File: config.mk
export PLATFORM = sky130hd
export DESIGN_NAME = inst_encoder_loader
export DESIGN_NICKNAME = d
export VERILOG_FILES = /design/src/rtl/inst_encoder_loader_pkg.sv /design/src/rtl/inst_field_packer.sv /design/src/rtl/inst_encoder_loader.sv
export SDC_FILE = /design/constraint.sdc
export NUM_CORES = 1
export LEC_CHECK = 0
export ABC_AREA = 0
export BUFFER_PORTS_ARGS = -buffer_cell sky130_fd_sc_hd__buf_2
export CAP_MARGIN = 15
export CORE_MARGIN = 8
export CORE_UTILIZATION = 54
export DETAILED_ROUTE_END_ITERATION = 16
export GPL_ROUTABILITY_DRIVEN = 0
export HOLD_SLACK_MARGIN = 0.15
export PLACE_DENSITY_LB_ADDON = 0.15
export RECOVER_POWER = 100
export SYNTH_ARGS = -nofsm -noshare
export SYNTH_HDL_FRONTEND = slang
export SYNTH_SLANG_ARGS = --single-unit
export TNS_END_PERCENT = 20
File: constraint.sdc
create_clock -name clk_i -period 3.5 [get_ports clk_i]
set_input_delay 0 -clock clk_i [delete_from_list [all_inputs] [get_ports clk_i]]
set_output_delay 0 -clock clk_i [all_outputs]
set_load 0.01 [all_outputs]
File: src/rtl/inst_encoder_loader_pkg.sv
// inst_encoder_loader_pkg: opcode constants, op-class codes and loader FSM states.
package inst_encoder_loader_pkg;
   localparam logic [6:0]  OP_BRANCH = 7'b1100011;
   localparam logic [6:0]  OP_LOAD   = 7'b0000011;
   localparam logic [6:0]  OP_STORE  = 7'b0100011;
   localparam logic [6:0]  OP_IMM    = 7'b0010011;
   localparam logic [6:0]  OP_REG    = 7'b0110011;
   localparam logic [31:0] NOP       = 32'h0000_0013;
   typedef enum logic [2:0] {
      CLS_BRANCH = 3'd0,
      CLS_LOAD   = 3'd1,
      CLS_STORE  = 3'd2,
      CLS_IMM    = 3'd3,
      CLS_REG    = 3'd4,
      CLS_END    = 3'd7
   } op_class_e;
   typedef enum logic [1:0] {ST_IDLE, ST_ACCEPT, ST_WRITE, ST_FINISH} state_e;
endpackage

File: src/rtl/inst_field_packer.sv
// inst_field_packer: packs instruction fields into an RV32I word and flags illegal combinations.
module inst_field_packer
   import inst_encoder_loader_pkg::*;
(
   input  logic [2:0]  op_class,
   input  logic [2:0]  funct3,
   input  logic        alt,
   input  logic [4:0]  rd,
   input  logic [4:0]  rs1,
   input  logic [4:0]  rs2,
   input  logic [12:0] imm,
   output logic [31:0] word,
   output logic        illegal
);
   logic [31:0] raw;
   logic        imm12_ok;
   logic        shift;
   logic        f3_word;
   assign imm12_ok = imm[12] == imm[11];
   assign shift    = funct3[1:0] == 2'b01;
   assign f3_word  = funct3 == 3'b010;
   // Unknown classes fall through as illegal; the end marker never reaches memory.
   always_comb begin
      raw     = NOP;
      illegal = 1'b1;
      case (op_class)
         CLS_BRANCH: begin
            raw     = {imm[12], imm[10:5], rs2, rs1, funct3, imm[4:1], imm[11], OP_BRANCH};
            illegal = funct3[2:1] == 2'b01 || imm[0];
         end
         CLS_LOAD: begin
            raw     = {imm[11:0], rs1, funct3, rd, OP_LOAD};
            illegal = !f3_word || !imm12_ok;
         end
         CLS_STORE: begin
            raw     = {imm[11:5], rs2, rs1, funct3, imm[4:0], OP_STORE};
            illegal = !f3_word || !imm12_ok;
         end
         CLS_IMM: begin
            raw     = shift ? {1'b0, alt, 5'b0, imm[4:0], rs1, funct3, rd, OP_IMM}
                            : {imm[11:0], rs1, funct3, rd, OP_IMM};
            illegal = shift ? (|imm[12:5] || (!funct3[2] && alt)) : !imm12_ok;
         end
         CLS_REG: begin
            raw     = {1'b0, alt, 5'b0, rs2, rs1, funct3, rd, OP_REG};
            illegal = alt && funct3 != 3'b000 && funct3 != 3'b101;
         end
         default: ;
      endcase
   end
   assign word = illegal ? NOP : raw;
endmodule

File: src/rtl/inst_encoder_loader.sv
// inst_encoder_loader: accepts instruction field transfers and writes encoded words
// to instruction memory, one word per acknowledged write.
module inst_encoder_loader
   import inst_encoder_loader_pkg::*;
#(
   parameter int MAX_INST = 1024
) (
   input  logic        clk_i,
   input  logic        rst_i,
   input  logic        start_i,
   input  logic [31:0] base_addr_i,
   input  logic        op_valid_i,
   output logic        op_ready_o,
   input  logic [2:0]  op_class_i,
   input  logic [2:0]  funct3_i,
   input  logic        alt_i,
   input  logic [4:0]  rd_i,
   input  logic [4:0]  rs1_i,
   input  logic [4:0]  rs2_i,
   input  logic [12:0] imm_i,
   output logic        mem_we_o,
   output logic [31:0] mem_addr_o,
   output logic [31:0] mem_wdata_o,
   input  logic        mem_ack_i,
   output logic        busy_o,
   output logic        done_o,
   output logic        err_o,
   output logic [15:0] count_o
);
   state_e      state, state_nx;
   logic [31:0] word;
   logic        illegal;
   logic        xfer;
   logic        end_op;
   logic        full;
   inst_field_packer u_packer (
      .op_class (op_class_i),
      .funct3   (funct3_i),
      .alt      (alt_i),
      .rd       (rd_i),
      .rs1      (rs1_i),
      .rs2      (rs2_i),
      .imm      (imm_i),
      .word     (word),
      .illegal  (illegal)
   );
   assign xfer   = op_valid_i && op_ready_o;
   assign end_op = op_class_i == CLS_END;
   assign full   = count_o == 16'(MAX_INST);
   assign busy_o = state != ST_IDLE;
   always_comb begin
      state_nx   = state;
      op_ready_o = 1'b0;
      mem_we_o   = 1'b0;
      done_o     = 1'b0;
      case (state)
         ST_IDLE:   state_nx = start_i ? ST_ACCEPT : ST_IDLE;
         ST_ACCEPT: begin
            op_ready_o = 1'b1;
            if (op_valid_i) state_nx = (end_op || full) ? ST_FINISH : ST_WRITE;
         end
         ST_WRITE: begin
            mem_we_o = 1'b1;
            if (mem_ack_i) state_nx = ST_ACCEPT;
         end
         ST_FINISH: begin
            done_o   = 1'b1;
            state_nx = ST_IDLE;
         end
         default:   state_nx = ST_IDLE;
      endcase
   end
   // A transfer past the word limit only raises err; the FSM heads to FINISH.
   always_ff @(posedge clk_i or posedge rst_i) begin
      if (rst_i) begin
         state       <= ST_IDLE;
         mem_addr_o  <= '0;
         mem_wdata_o <= '0;
         count_o     <= '0;
         err_o       <= 1'b0;
      end else begin
         state <= state_nx;
         if (state == ST_IDLE && start_i) begin
            mem_addr_o <= {base_addr_i[31:2], 2'b00};
            count_o    <= '0;
            err_o      <= 1'b0;
         end
         if (xfer && !end_op) begin
            if (full) err_o <= 1'b1;
            else begin
               mem_wdata_o <= word;
               err_o       <= err_o | illegal;
            end
         end
         if (mem_we_o && mem_ack_i) begin
            mem_addr_o <= mem_addr_o + 32'd4;
            count_o    <= count_o + 16'd1;
         end
      end
   end
endmodule

# Word-level counts from Yosys, hierarchy flattened
# Index checks and enable logic that the tools add are counted.
word_totals:
  word_cells: 70
  in_bits: 72
  regBits: 83
op_classes:
  reduce_logical: 25
  mux: 20
  add_sub_neg: 2
  eq_ne: 16
  n_bitwise: 2
ops:
  columns: ["cell", "n"]
  rows:
  - ["32-bit case mux with 5 select lines", 1]
  - ["32-bit two-way mux", 4]
  - ["32-bit by 3-bit adder with 32-bit output (second input constant)", 1]
  - ["16-bit two-way mux", 2]
  - ["16-bit by 1-bit adder with 16-bit output (second input constant)", 1]
  - ["16-bit by 11-bit equality test with 1-bit output (second input constant)", 1]
  - ["3-bit by 2-bit equality test with 1-bit output (second input constant)", 3]
  - ["1-bit two-way mux", 9]
  - ["2-bit case mux with 4 select lines", 1]
  - ["8-bit OR reduction", 1]
  - ["1-bit logical AND", 7]
  - ["2-bit by 1-bit equality test with 1-bit output (second input constant)", 3]
  - ["3-bit equality test (second input constant)", 2]
  - ["2-bit nonzero test", 3]
  - ["2-bit equality test (second input constant)", 2]
  - ["1-bit zero test", 4]
  - ["1-bit logical OR", 4]
  - ["2-bit two-way mux", 2]
  - ["2-bit != test (second input constant)", 2]
  - ["1-bit case mux with 4 select lines", 1]
  - ["2-bit AND reduction", 2]
  - ["3-bit by 1-bit equality test with 1-bit output (second input constant)", 1]
  - ["3-bit zero test", 1]
  - ["3-bit != test (second input constant)", 1]
  - ["other kinds (6)", 6]

# Depth between registers and ports, before layout
# Gate-level depths: netlist (run 1).
depth:
  depth_word: 8
  ltp_mapped: 9

# By module
# Synthesis (run 1) repeated with hierarchy kept, for this count alone.
unflattened:
  hier_cells: 466
  area_unflattened_um2: 4468.0
by_module_without_submodules:
  columns: ["module", "area_each_um2", "instances", "seq_area_each_um2", "cells_per_inst"]
  rows:
  - ["inst_encoder_loader", 3913.8, 1, 2026.9, 377]
  - ["inst_field_packer", 554.3, 1, 0.0, 89]

# Least setup slack after synthesis (run 1)
# Ideal clock, no wire load.
synth_path:
  path_type: "register to register"
  from: "reg count_o[0]"
  to: "reg mem_wdata_o[4]"
  t_arrival_ps: 1770
  path_slack_ps: 1609
  synth_period_minus_slack_ps: 1891
  setup_ps: 121
  path_buffers: 2
  stages_incl_launch_ff: 9
  path_cell_list: "dfrtp_1 > inv_1 > ha_1 > nor4b_1 > nand4_1 > nor2b_1 > clkbuf_1 > buf_2 > o22a_1"
synth_between:
  elab_chain_cells: 3
synth_rtl:
  columns: ["element", "line_no", "text"]
  rows:
  - ["start, declared", "inst_encoder_loader.sv:28", "output logic [15:0] count_o"]
  - ["start signal, assigned", "inst_encoder_loader.sv:97", "count_o <= count_o + 16'd1;"]
  - ["16-bit by 11-bit equality test with 1-bit output", "inst_encoder_loader.sv:49", "assign full = count_o == 16'(MAX_INST);"]
  - ["1-bit inverter (no source line)", null, null]
  - ["2-bit AND reduction (no source line)", null, null]
  - ["end signal, assigned", "inst_encoder_loader.sv:91", "mem_wdata_o <= word;"]
  - ["end, declared", "inst_encoder_loader.sv:23", "output logic [31:0] mem_wdata_o,"]
# No other way between the ends.
# A chain may end at the register's enable or synchronous reset.

# Worst setup path in the final report (run 1)
layout_path:
  from: "in imm_i[12]"
  to: "reg mem_wdata_o[25]"
layout_between:
  elab_chain_cells: 5
layout_rtl:
  columns: ["element", "line_no", "text"]
  rows:
  - ["start, declared", "inst_encoder_loader.sv:20", "input logic [12:0] imm_i,"]
  - ["8-bit OR reduction or 1-bit equality test (tied branches)", "inst_field_packer.sv:42, inst_field_packer.sv:19", null]
  - ["1-bit logical OR or 1-bit zero test (tied branches)", "inst_field_packer.sv:42, inst_field_packer.sv:33, inst_field_packer.sv:37", null]
  - ["1-bit two-way mux or 1-bit logical OR (tied branches)", "inst_field_packer.sv:42, inst_field_packer.sv:33, inst_field_packer.sv:37", null]
  - ["1-bit case mux with 4 select lines *", "inst_field_packer.sv:26", "case (op_class)"]
  - ["32-bit two-way mux *", "inst_field_packer.sv:51", "assign word = illegal ? NOP : raw;"]
# Every way passes the cells marked *; elsewhere a longest branch is shown, timed or not.

==> results of run 1 <==
-- routing by layer --
metal	up-vias	share of wire	wire length, µm
met2	198	0.49	6742
met1	2217	0.41	5573
li1	2219	-	-
met5	-	0	0
met3	42	0.070	958
met4	0	0.032	444
-- worst max-delay path by stage --
stage	slack (ps)	cells past startpoint	end
after detailed placement	970	7	mem_wdata_o[25]$_DFFE_PP0P_
final	950	8	mem_wdata_o[25]$_DFFE_PP0P_
after global placement	1080	7	mem_wdata_o[4]$_DFFE_PP0P_
after global routing	670	6	mem_wdata_o[4]$_DFFE_PP0P_
after CTS	990	7	mem_wdata_o[25]$_DFFE_PP0P_
after floorplan	1500	1	count_o[0]$_DFFE_PP0P_
-- timing repair --
action,4_1_cts,5_1_grt
buffers inserted,0,0
endpoints found under the hold margin,116,11
resized for setup,0,0
hold buffers,65,1
-- metrics by stage --
stage	hold WS [ps]	instance area, µm²	power [mW]	utilization	cells
after detailed placement	215.5	5131	2.955	0.6373	723
after CTS	150.7	5963	3.659	0.7406	804
after global routing	189.5	5856	3.831	0.7273	807
after floorplan	115.7	4394	2.373	-	497
after global placement	205.6	5131	2.899	0.6373	723
final	184.6	5856	3.580	0.7273	807
-- flip-flops by register name, indices dropped and copies added, names as in the netlist --
register	count
mem_addr_o	30
count_o	16
mem_wdata_o	29
err_o	1
state	2
-- power by group --
group,leakage (nW),switching (mW),internal (mW)
combinational,1.41,0.849,0.558
sequential,1.02,0.328,1.21
clock,0.0930,0.357,0.281
-- worst max-delay path, cell delays in order --
cell and delay (ps):
dlygate4sd3_1 520, clkbuf_1 110, inv_1 60, ha_1 300, and4b_1 250, o31ai_1 70
or3_1 840, o41ai_1 600
-- synthesized netlist by cell type, types with 3 or more instances --
library cell / instances / share of area
nor3_1: 6 / 0.0069
dfrtp_1: 78 / 0.45
and3_1: 3 / 0.0043
o31ai_1: 9 / 0.015
nand4_1: 12 / 0.017
nor4_1: 5 / 0.0071
ha_1: 4 / 0.011
nand2_1: 88 / 0.075
buf_2: 8 / 0.0091
o311ai_0: 15 / 0.030
o21ai_1: 3 / 0.0034
buf_4: 5 / 0.0086
o41ai_1: 5 / 0.010
or3_1: 3 / 0.0043
o21ai_0: 33 / 0.038
o211ai_1: 17 / 0.029
inv_1: 19 / 0.016
clkbuf_1: 15 / 0.013
nor2b_1: 10 / 0.014
mux2i_1: 4 / 0.0091
and2_1: 3 / 0.0043
a22oi_1: 3 / 0.0051
a221o_1: 5 / 0.011
a31oi_1: 4 / 0.0057
o31ai_2: 5 / 0.014
a21oi_1: 22 / 0.025
nand3_1: 27 / 0.031
nand3b_1: 3 / 0.0051
nor2_1: 31 / 0.027
-- cell type report --
class / count / area share
Clock buffer: 10 / 0.02350
Clock inverter: 6 / 0.007479
Inverter: 20 / 0.01303
Multi-Input combinational cell: 366 / 0.3701
Sequential cell: 78 / 0.3333
Tap cell: 105 / 0.02244
Timing Repair Buffer: 222 / 0.2301
-- logic make-up (layout without fill, tap and decap cells) --
logic type | count (synthesis) | after routing
mux | 4 | 4
flops | 78 | 78
buf+inv | 53 | 258
fa+ha+maj | 4 | 4
compound gates | 140 | 140
simple gates | 214 | 214
other cells | 1 | 4
==> qor.csv, run 1 <==
stage;metric;value;unit
place;io_buffers;150;
yosys;syn_inst;494;
yosys;synth_top_family_by_area;simple AND/OR/NAND/NOR gates;
sta;max_freq;391.9;MHz
critical_path;worstPathRequired;3710;ps
floorplan;die_y;106.1;µm
yosys;seq_area_frac_synth;0.4453;
yosys;synthDistinctLibCells;65;
yosys;synth_xor_area_frac;0;
final_layout;final_cell_mix;nand2_1, clkbuf_1, dfrtp_1;
critical_path;start_kind;primary input;
route;drtIter0Drc;229;
route;firstDrtPassIters;6;
yosys;yosysWarnings;0;
worst_hold_path;min_path_type;primary input to flop;
final_layout;drive_gt1_frac;0.1481;
final_layout;multiInputGateArea;0.002167;mm²
grt;met2_usage;0.4017;
clock_tree;cts_num_sinks;78;
clock_tree;cts_tree;built;
power;vdd_drop_max;0.3015;mV
final_layout;syn_to_final_growth;33.60;%
route;drc;0;
route;wl_per_cell;17.00;µm
place;dp_hpwl;9.020;mm
final_layout;n_fill_cell;662;
grt;grt_pass1_vias;4697;
grt;grt_util_met3;0.06110;
critical_path;critPathMaxFanout;29;
grt;busiest_layer;met2;
yosys;synthSimpleGateAreaFrac;0.2438;
floorplan;core;0.008051;mm²
critical_path;critPathArrivalTime;2760;ps
grt;grt_pass1_wl;22.56;mm
clock_tree;clk_pin_slew;80;ps
critical_path;end_kind;flop;
yosys;yosys_register_bits;78;
final_layout;n_antenna_cell;0;
sta;setup_tns;0;ps
worst_hold_path;min_from;op_class_i[2];
sta;tightest_slew;1165;ps
sta;setup_ws;948.6;ps
critical_path;reg2reg_to;count_o[13]$_DFFE_PP0P_;
grt;antenna_found_initial;0;
power;power.leakage;2.516;nW
sta;drv_slew;0;
yosys;synth_fa_ha_area_frac;0.01142;
floorplan;dieArea;0.01126;mm²
sta;relSlewSlack;0.2230;
sta;finalCriticalPeriod;2551;ps
worst_hold_path;min_delay_path_depth;2;
sta;hold_violations;0;
sta;rsz0062_at_grt;no;
grt;grt.overflow.total;0;
clock_tree;clkLatencyLatePin;350;ps
route;drt_wl_total;13.72;mm
clock_tree;numCtsBuffers;9;
final_layout;final_common_cell;nand2_1;
route;drt-vias-per-instance;5.794;
floorplan;initial_utilization;0.5444;
sta;setup_viol;0;
route;via_count;4676;
sta;skew;12.84;ps
critical_path;r2r_start;state[0]$_DFFE_PP0P_;
grt;grt_max_degree;59;
clock_tree;cts.htree.levels;3;
power;p_per_area;611.3;mW/mm²
yosys;ys_async_sr_fraction;1.000;
yosys;synth_edf_count;0;
yosys;synthMuxAreaShare;0.009135;
critical_path;criticalPathCategory;primary input to flop;
floorplan;rows;33;
floorplan;die_width;106.1;µm
yosys;synth_compound_area_frac;0.2315;
final_layout;regArea;0.001952;mm²
critical_path;rrSetupSlack;980;ps
place;dp_slack;970.5;ps
route;ant_nets;0;
final_layout;final_nets;773;
outcome;status;finished clean;
grt;track_usage;0.2399;
yosys;synth_area_per_cell;8.872;µm²
clock_tree;cts_max_path_buffers;2;
critical_path;startpoint;imm_i[12];
grt;grtUsageMet1;0.2795;
job;maxCapViolations;0;
worst_hold_path;hold_end;mem_wdata_o[31]$_DFFE_PP0P_;
floorplan;ios;157;
yosys;syn_area;0.004383;mm²
yosys;synth_ff_type;dfrtp_1;
sta;min_period_over_period;0.7290;
clock_tree;root_buffer;clkbuf_8;
critical_path;reg2reg_depth;6;
(Power assumes the default switching activity.)
==> run 2: changes to the inputs <==
ABC_AREA = 1   (was 0)
CORE_UTILIZATION = 52   (was 54)
clock period = 2.65 ns   (was 3.5 ns; I/O delays follow)
==> qor.csv, run 2 <==
stage;metric;value;unit
clock_tree;cts_tree;built;
final_layout;n_antenna_cell;0;
grt;antenna_found_initial;0;
route;wl_per_cell;14.66;µm
yosys;yosys-top-cells-area;dfrtp_1, nand2_1, nand3_1;
critical_path;critPathMaxFanout;30;
critical_path;crit_path_frequent_cell;nand2_2;
yosys;syn_area;0.005157;mm²
grt;track_usage;0.2498;
critical_path;rrSetupSlack;150;ps
place;io_buffers;150;
worst_hold_path;min_from;alt_i;
final_layout;final_common_cell;nand2_1;
grt;grt_pass1_wl;26.92;mm
job;maxCapViolations;1;
yosys;synth_common_cells;nand2_1, dfrtp_1, nor2_1, inv_1, nand3_1;
clock_tree;cts_num_sinks;78;
final_layout;regArea;0.001952;mm²
yosys;yosysTopAreaCellShare;0.3785;
clock_tree;cts.htree.levels;3;
floorplan;initial_utilization;0.5326;
outcome;failed_checks;capacitance limit, slew limit;
final_layout;drive_gt1_frac;0.1354;
final_layout;final_cell_mix;nand2_1, clkbuf_1, dfrtp_1;
yosys;synthDistinctLibCells;38;
sta;max_freq;400.8;MHz
critical_path;criticalPathCategory;flop to flop;
route;drt-vias-per-instance;5.216;
sta;setup_viol;0;
grt;grt.overflow.total;0;
yosys;ys_async_sr_fraction;1.000;
critical_path;r2r_start;count_o[0]$_DFFE_PP0P_;
worst_hold_path;min_delay_path_depth;9;
critical_path;path_cells;inv_1 > ha_1 > nand3_1 > nor2_1 > nand2_1 > nand2_4 > a21oi_1 > dlygate4sd3_1 > nand2_2 > nand2_2;
clock_tree;clkLatencyLatePin;360;ps
clock_tree;cts_setup_buffers;0;
sta;finalCriticalPeriod;2495;ps
critical_path;end_kind;flop;
critical_path;reg2reg_depth;10;
critical_path;start_kind;flop;
yosys;yosys_register_bits;78;
critical_path;critPathArrivalTime;2750;ps
sta;rsz0062_at_grt;no;
final_layout;final_nets;1054;
sta;min_period_over_period;0.9416;
final_layout;multiInputGateArea;0.002681;mm²
yosys;synth_edf_count;0;
power;power.leakage;3.168;nW
sta;drv_slew;38;
yosys;yosysTopAreaCell;dfrtp_1;
route;via_count;5816;
sta;setup_tns;0;ps
sta;hold_violations;0;
grt;grt_max_degree;38;
yosys;synth_ff_type;dfrtp_1;
critical_path;worstPathRequired;2910;ps
floorplan;ios;157;
power;total_power;5.138;mW
power;vdd_drop_max;0.3800;mV
sta;relSlewSlack;-0.1313;
sta;tightest_slew;1688;ps
yosys;synth_most_common_cell;nand2_1;
place;dp_hpwl;11.67;mm
critical_path;reg2reg_to;mem_wdata_o[9]$_DFFE_PP0P_;
worst_hold_path;min_path_type;primary input to flop;
final_layout;largest_reg_flops;30;
route;drc;0;
yosys;yosysWarnings;0;
clock_tree;clk_pin_slew;80;ps
floorplan;die_width;115.6;µm
worst_hold_path;hold_end;mem_wdata_o[30]$_DFFE_PP0P_;
final_layout;largestRegisters;mem_addr_o: 30 flops, mem_wdata_o: 29 flops, count_o: 16 flops;
final_layout;syn_to_final_growth;29.18;%
power;p_per_area;771.2;mW/mm²
sta;holdWs;182.0;ps
clock_tree;numCtsBuffers;9;
route;drt_wl_total;16.34;mm
floorplan;die_y;115.6;µm
final_layout;n_fill_cell;875;
final_layout;post-route-util;0.6880;
floorplan;rows;36;
critical_path;critPathMaxStageDelay;600;ps
yosys;synth_area_per_cell;6.777;µm²
yosys;syn_inst;761;
clock_tree;post_cts_resized;0;
outcome;status;finished with violations;
route;drtIter0Drc;487;
clock_tree;root_buffer;clkbuf_8;
clock_tree;cts_max_path_buffers;2;
floorplan;core;0.009684;mm²
yosys;seq_area_frac_synth;0.3785;
floorplan;dieArea;0.01336;mm²
final_layout;regMostFlops;mem_addr_o;
route;ant_nets;0;
grt;grt_pass1_vias;5739;
critical_path;critPathSlowestCell;dlygate4sd3_1;
sta;skew;5.383;ps
route;firstDrtPassIters;7;
run 2: kinds of logic after synthesis:
family,Yosys count,synth area share
compound gates,78,0.09170
xor+xnor,3,0.005096
fa+ha+maj,4,0.009704
buf+inv,102,0.09316
flops,78,0.3785
other cells,1,0.0007271
simple gates,495,0.4212
run 2: repair_timing:
item,CTS,global route
endpoints found under the setup margin,0,0
hold buffers,69,0
hold endpoints to repair,94,0
run 2: per-layer routing:
| layer | share of wire | global-route usage | vias up | wire (µm) |
|---|---|---|---|---|
| li1 | - | - | 2840 | - |
| met1 | 0.40 | 0.2942 | 2674 | 6547 |
| met2 | 0.50 | 0.4329 | 266 | 8094 |
| met3 | 0.082 | 0.05263 | 36 | 1334 |
| met4 | 0.022 | 0.1016 | 0 | 367 |
| met5 | 0 | 0 | - | 0 |
run 2: worst max path at each step:
stage,start,to,slack (ps),cells after the start
after floorplan,rst_i,count_o[0]$_DFFE_PP0P_,650,1
after global placement,count_o[0]$_DFFE_PP0P_,mem_wdata_o[1]$_DFFE_PP0P_,650,8
after detailed placement,count_o[0]$_DFFE_PP0P_,mem_wdata_o[1]$_DFFE_PP0P_,600,8
after CTS,count_o[0]$_DFFE_PP0P_,mem_wdata_o[8]$_DFFE_PP0P_,190,10
after global routing,count_o[0]$_DFFE_PP0P_,mem_wdata_o[11]$_DFFE_PP0P_,20,10
final,count_o[0]$_DFFE_PP0P_,mem_wdata_o[9]$_DFFE_PP0P_,150,10
run 2: per-stage QoR:
stage	setup slack, ps	cell area [µm²]	instances
2_1_floorplan	655.0	5169	764
4_1_cts	194.6	6834	1115
6_report	154.8	6663	1115
3_3_place_gp	652.2	5961	1031
3_5_place_dp	602.0	5961	1031
5_1_grt	24.75	6663	1115
run 2: where the power goes:
group | internal [mW] | total (mW) | leakage (nW) | switching [mW]
Sequential | 1.59 | 2.07 | 1.01 | 0.480
Clock | 0.458 | 0.881 | 0.0908 | 0.422
Combinational | 0.779 | 2.18 | 2.06 | 1.40
run 2: layout make-up:
type,instances,share of cell area
multi-input combinational,584,0.4024
sequential,78,0.2930
timing repair buffer,226,0.2068
inverter,79,0.04545
tap,133,0.02498
clock buffer,14,0.02291
clock inverter,1,0.004507
run 2: worst max-delay path: cells and delay by family (launching register included):
| family | cells | cell delay [ps] |
|---|---|---|
| buf+inv | 2 | 720 |
| compound gates | 1 | 90 |
| fa+ha+maj | 1 | 220 |
| flops | 1 | 420 |
| simple gates | 6 | 940 |
==> run 3: changes to the inputs <==
SETUP_SLACK_MARGIN = 0.05   (was not set)
SYNTH_HIERARCHICAL = 1   (was not set)
==> qor.csv, run 3 <==
stage;metric;value;unit
outcome;status;finished with violations;
outcome;failed_checks;capacitance limit, slew limit;
yosys;synth_ff_type;dfrtp_1;
route;drt_wl_total;16.19;mm
route;wl_per_cell;14.61;µm
job;maxCapViolations;1;
route;ant_nets;0;
clock_tree;cts_num_sinks;81;
floorplan;initial_utilization;0.5324;
sta;drv_slew;42;
critical_path;criticalPathCategory;flop to flop;
power;switchingPower;2.438;mW
yosys;syn_inst;759;
final_layout;regMostFlops;mem_wdata_o;
clock_tree;post_cts_resized;0;
route;via_count;5754;
power;power.leakage;3.243;nW
final_layout;final_cell_mix;nand2_1, nor2_1, nand3_1;
power;internal_power;2.940;mW
final_layout;final_nets;1043;
sta;max_freq;434.5;MHz
power;clkPwrFrac;0.171;
yosys;seq_area_frac_synth;0.3913;
place;dp_hpwl;11.16;mm
sta;relSlewSlack;-0.2388;
final_layout;largestRegisters;mem_wdata_o: 32 flops, mem_addr_o: 30 flops, count_o: 16 flops;
floorplan;die_width;115.8;µm
final_layout;post-route-util;0.6848;
clock_tree;clkLatencyLatePin;360;ps
yosys;yosys-top-cells-area;dfrtp_1, nand2_1, nand3_1;
power;seq_power_share;0.404;
critical_path;end_kind;flop;
grt;grt.overflow.total;0;
clock_tree;cts.htree.levels;3;
yosys;syn_area;0.005180;mm²
sta;setup_tns;0;ps
yosys;synth_edf_count;0;
floorplan;ios;157;
worst_hold_path;min_path_type;primary input to flop;
yosys;yosys_register_bits;81;
final_layout;regArea;0.002027;mm²
critical_path;critPathMaxFanout;34;
clock_tree;ctsHoldBuffers;68;
yosys;yosysTopAreaCellShare;0.3913;
sta;skew;5.536;ps
floorplan;core;0.009729;mm²
yosys;synth_area_per_cell;6.825;µm²
grt;antenna_found_initial;1;
critical_path;start_kind;flop;
clock_tree;clk_pin_slew;80;ps
power;p_per_area;807.1;mW/mm²
floorplan;die_y;115.8;µm
final_layout;syn_to_final_growth;28.62;%
final_layout;n_fill_cell;882;
power;vdd_drop_max;0.3840;mV
power;switching_share;0.4533;
yosys;synth_most_common_cell;nand2_1;
critical_path;worstPathRequired;2890;ps
route;firstDrtPassIters;7;
critical_path;critPathArrivalTime;2540;ps
grt;grt_pass1_wl;25.95;mm
clock_tree;numCtsBuffers;9;
sta;setup_viol;0;
final_layout;multiInputGateArea;0.002625;mm²
sta;rsz0062_at_grt;no;
yosys;yosysWarnings;6;
floorplan;dieArea;0.01341;mm²
route;drc;0;
sta;tightest_slew;1848;ps
clock_tree;cts_tree;built;
route;drtIter0Drc;390;
yosys;ys_async_sr_fraction;1.000;
clock_tree;root_buffer;clkbuf_8;
place;dp_slack;725.1;ps
final_layout;drive_gt1_frac;0.1121;
floorplan;rows;36;
sta;hold_violations;0;
sta;setup_ws;348.3;ps
clock_tree;cts_max_path_buffers;2;
grt;grt_max_degree;42;
place;io_buffers;152;
grt;grt_pass1_vias;5542;
final_layout;final_common_cell;nand2_1;
sta;finalCriticalPeriod;2302;ps
yosys;synthDistinctLibCells;42;
final_layout;largest_reg_flops;32;
route;drt-vias-per-instance;5.193;
clock_tree;cts_setup_buffers;0;
power;combPwrFrac;0.424;
yosys;yosysTopAreaCell;dfrtp_1;
yosys;synth_common_cells;nand2_1, nor2_1, nand3_1, dfrtp_1, inv_1;
grt;track_usage;0.2394;
sta;min_period_over_period;0.8686;
[run 3: per-layer routing]
layer / up-vias / track usage / wire [µm]
met4: 0 / 0.1080 / 378
met1: 2657 / 0.2899 / 6478
li1: 2830 / - / -
met2: 232 / 0.3950 / 7948
met5: - / 0 / 0
met3: 35 / 0.05784 / 1384
[run 3: cells by family (layout without fill, tap and decap cells)]
family | Yosys count | count (layout) | synth area share
other cells | 3 | 9 | 0.002174
xor+xnor | 5 | 5 | 0.008454
simple gates | 494 | 494 | 0.4034
flops | 81 | 81 | 0.3913
fa+ha+maj | 4 | 4 | 0.009662
buf+inv | 101 | 311 | 0.09034
compound gates | 71 | 71 | 0.09469
[run 3: through the flow]
stage / area [µm²] / hold WS [ps] / power, mW / std cells
after floorplan: 5191 / 116.9 / 3.604 / 762
after global placement: 5963 / 136.8 / 4.437 / 1021
after detailed placement: 5963 / 149.0 / 4.527 / 1021
after CTS: 6844 / 151.3 / 5.552 / 1105
after global routing: 6658 / 196.8 / 5.794 / 1106
final: 6663 / 159.0 / 5.377 / 1108
[run 3: final timing paths]
check / from / end / cells past startpoint / slack (ps)
worst max-delay path: count_o[0]$_DFFE_PP0P_ / state[0]$_DFFE_PP0P_ / 12 / 350
worst min-delay path: imm_i[11] / mem_wdata_o[7]$_DFFE_PP0P_ / 7 / 160
worst max register to register: count_o[0]$_DFFE_PP0P_ / state[0]$_DFFE_PP0P_ / 12 / 350
worst min register to register: mem_wdata_o[19]$_DFFE_PP0P_ / mem_wdata_o[19]$_DFFE_PP0P_ / 2 / 480
max in group asynchronous: rst_i / mem_addr_o[29]$_DFFE_PP0P_ / 4 / 600
min in group asynchronous: rst_i / mem_wdata_o[31]$_DFFE_PP0P_ / 3 / 640
[run 3: final cells by class]
type	count	share of cell area
Antenna cell	3	0.001127
Clock buffer	13	0.02685
Clock inverter	3	0.003192
Inverter	71	0.04056
Multi-Input combinational cell	580	0.3940
Sequential cell	81	0.3042
Tap cell	133	0.02498
Timing Repair Buffer	224	0.2051
[run 3: critical path, stage by stage, from the launching register on]
cell and delay [ps]:
dfrtp_1 400, inv_1 90, ha_1 190, nand3_1 90
nor2_1 60, nand2_1 100, clkbuf_4 390, nand2_1 90
nand2_1 70, nand2_1 50, nand2_1 50, nand2_1 50
dlygate4sd3_1 550
[run 3: power by group through the flow]
stage / combinational (mW) / sequential (mW) / clock [mW]
2_1_floorplan: 1.29 / 2.32 / 0
3_3_place_gp: 2.28 / 2.16 / 0
3_5_place_dp: 2.35 / 2.18 / 0
4_1_cts: 2.46 / 2.16 / 0.939
5_1_grt: 2.58 / 2.23 / 0.979
6_report: 2.28 / 2.17 / 0.922
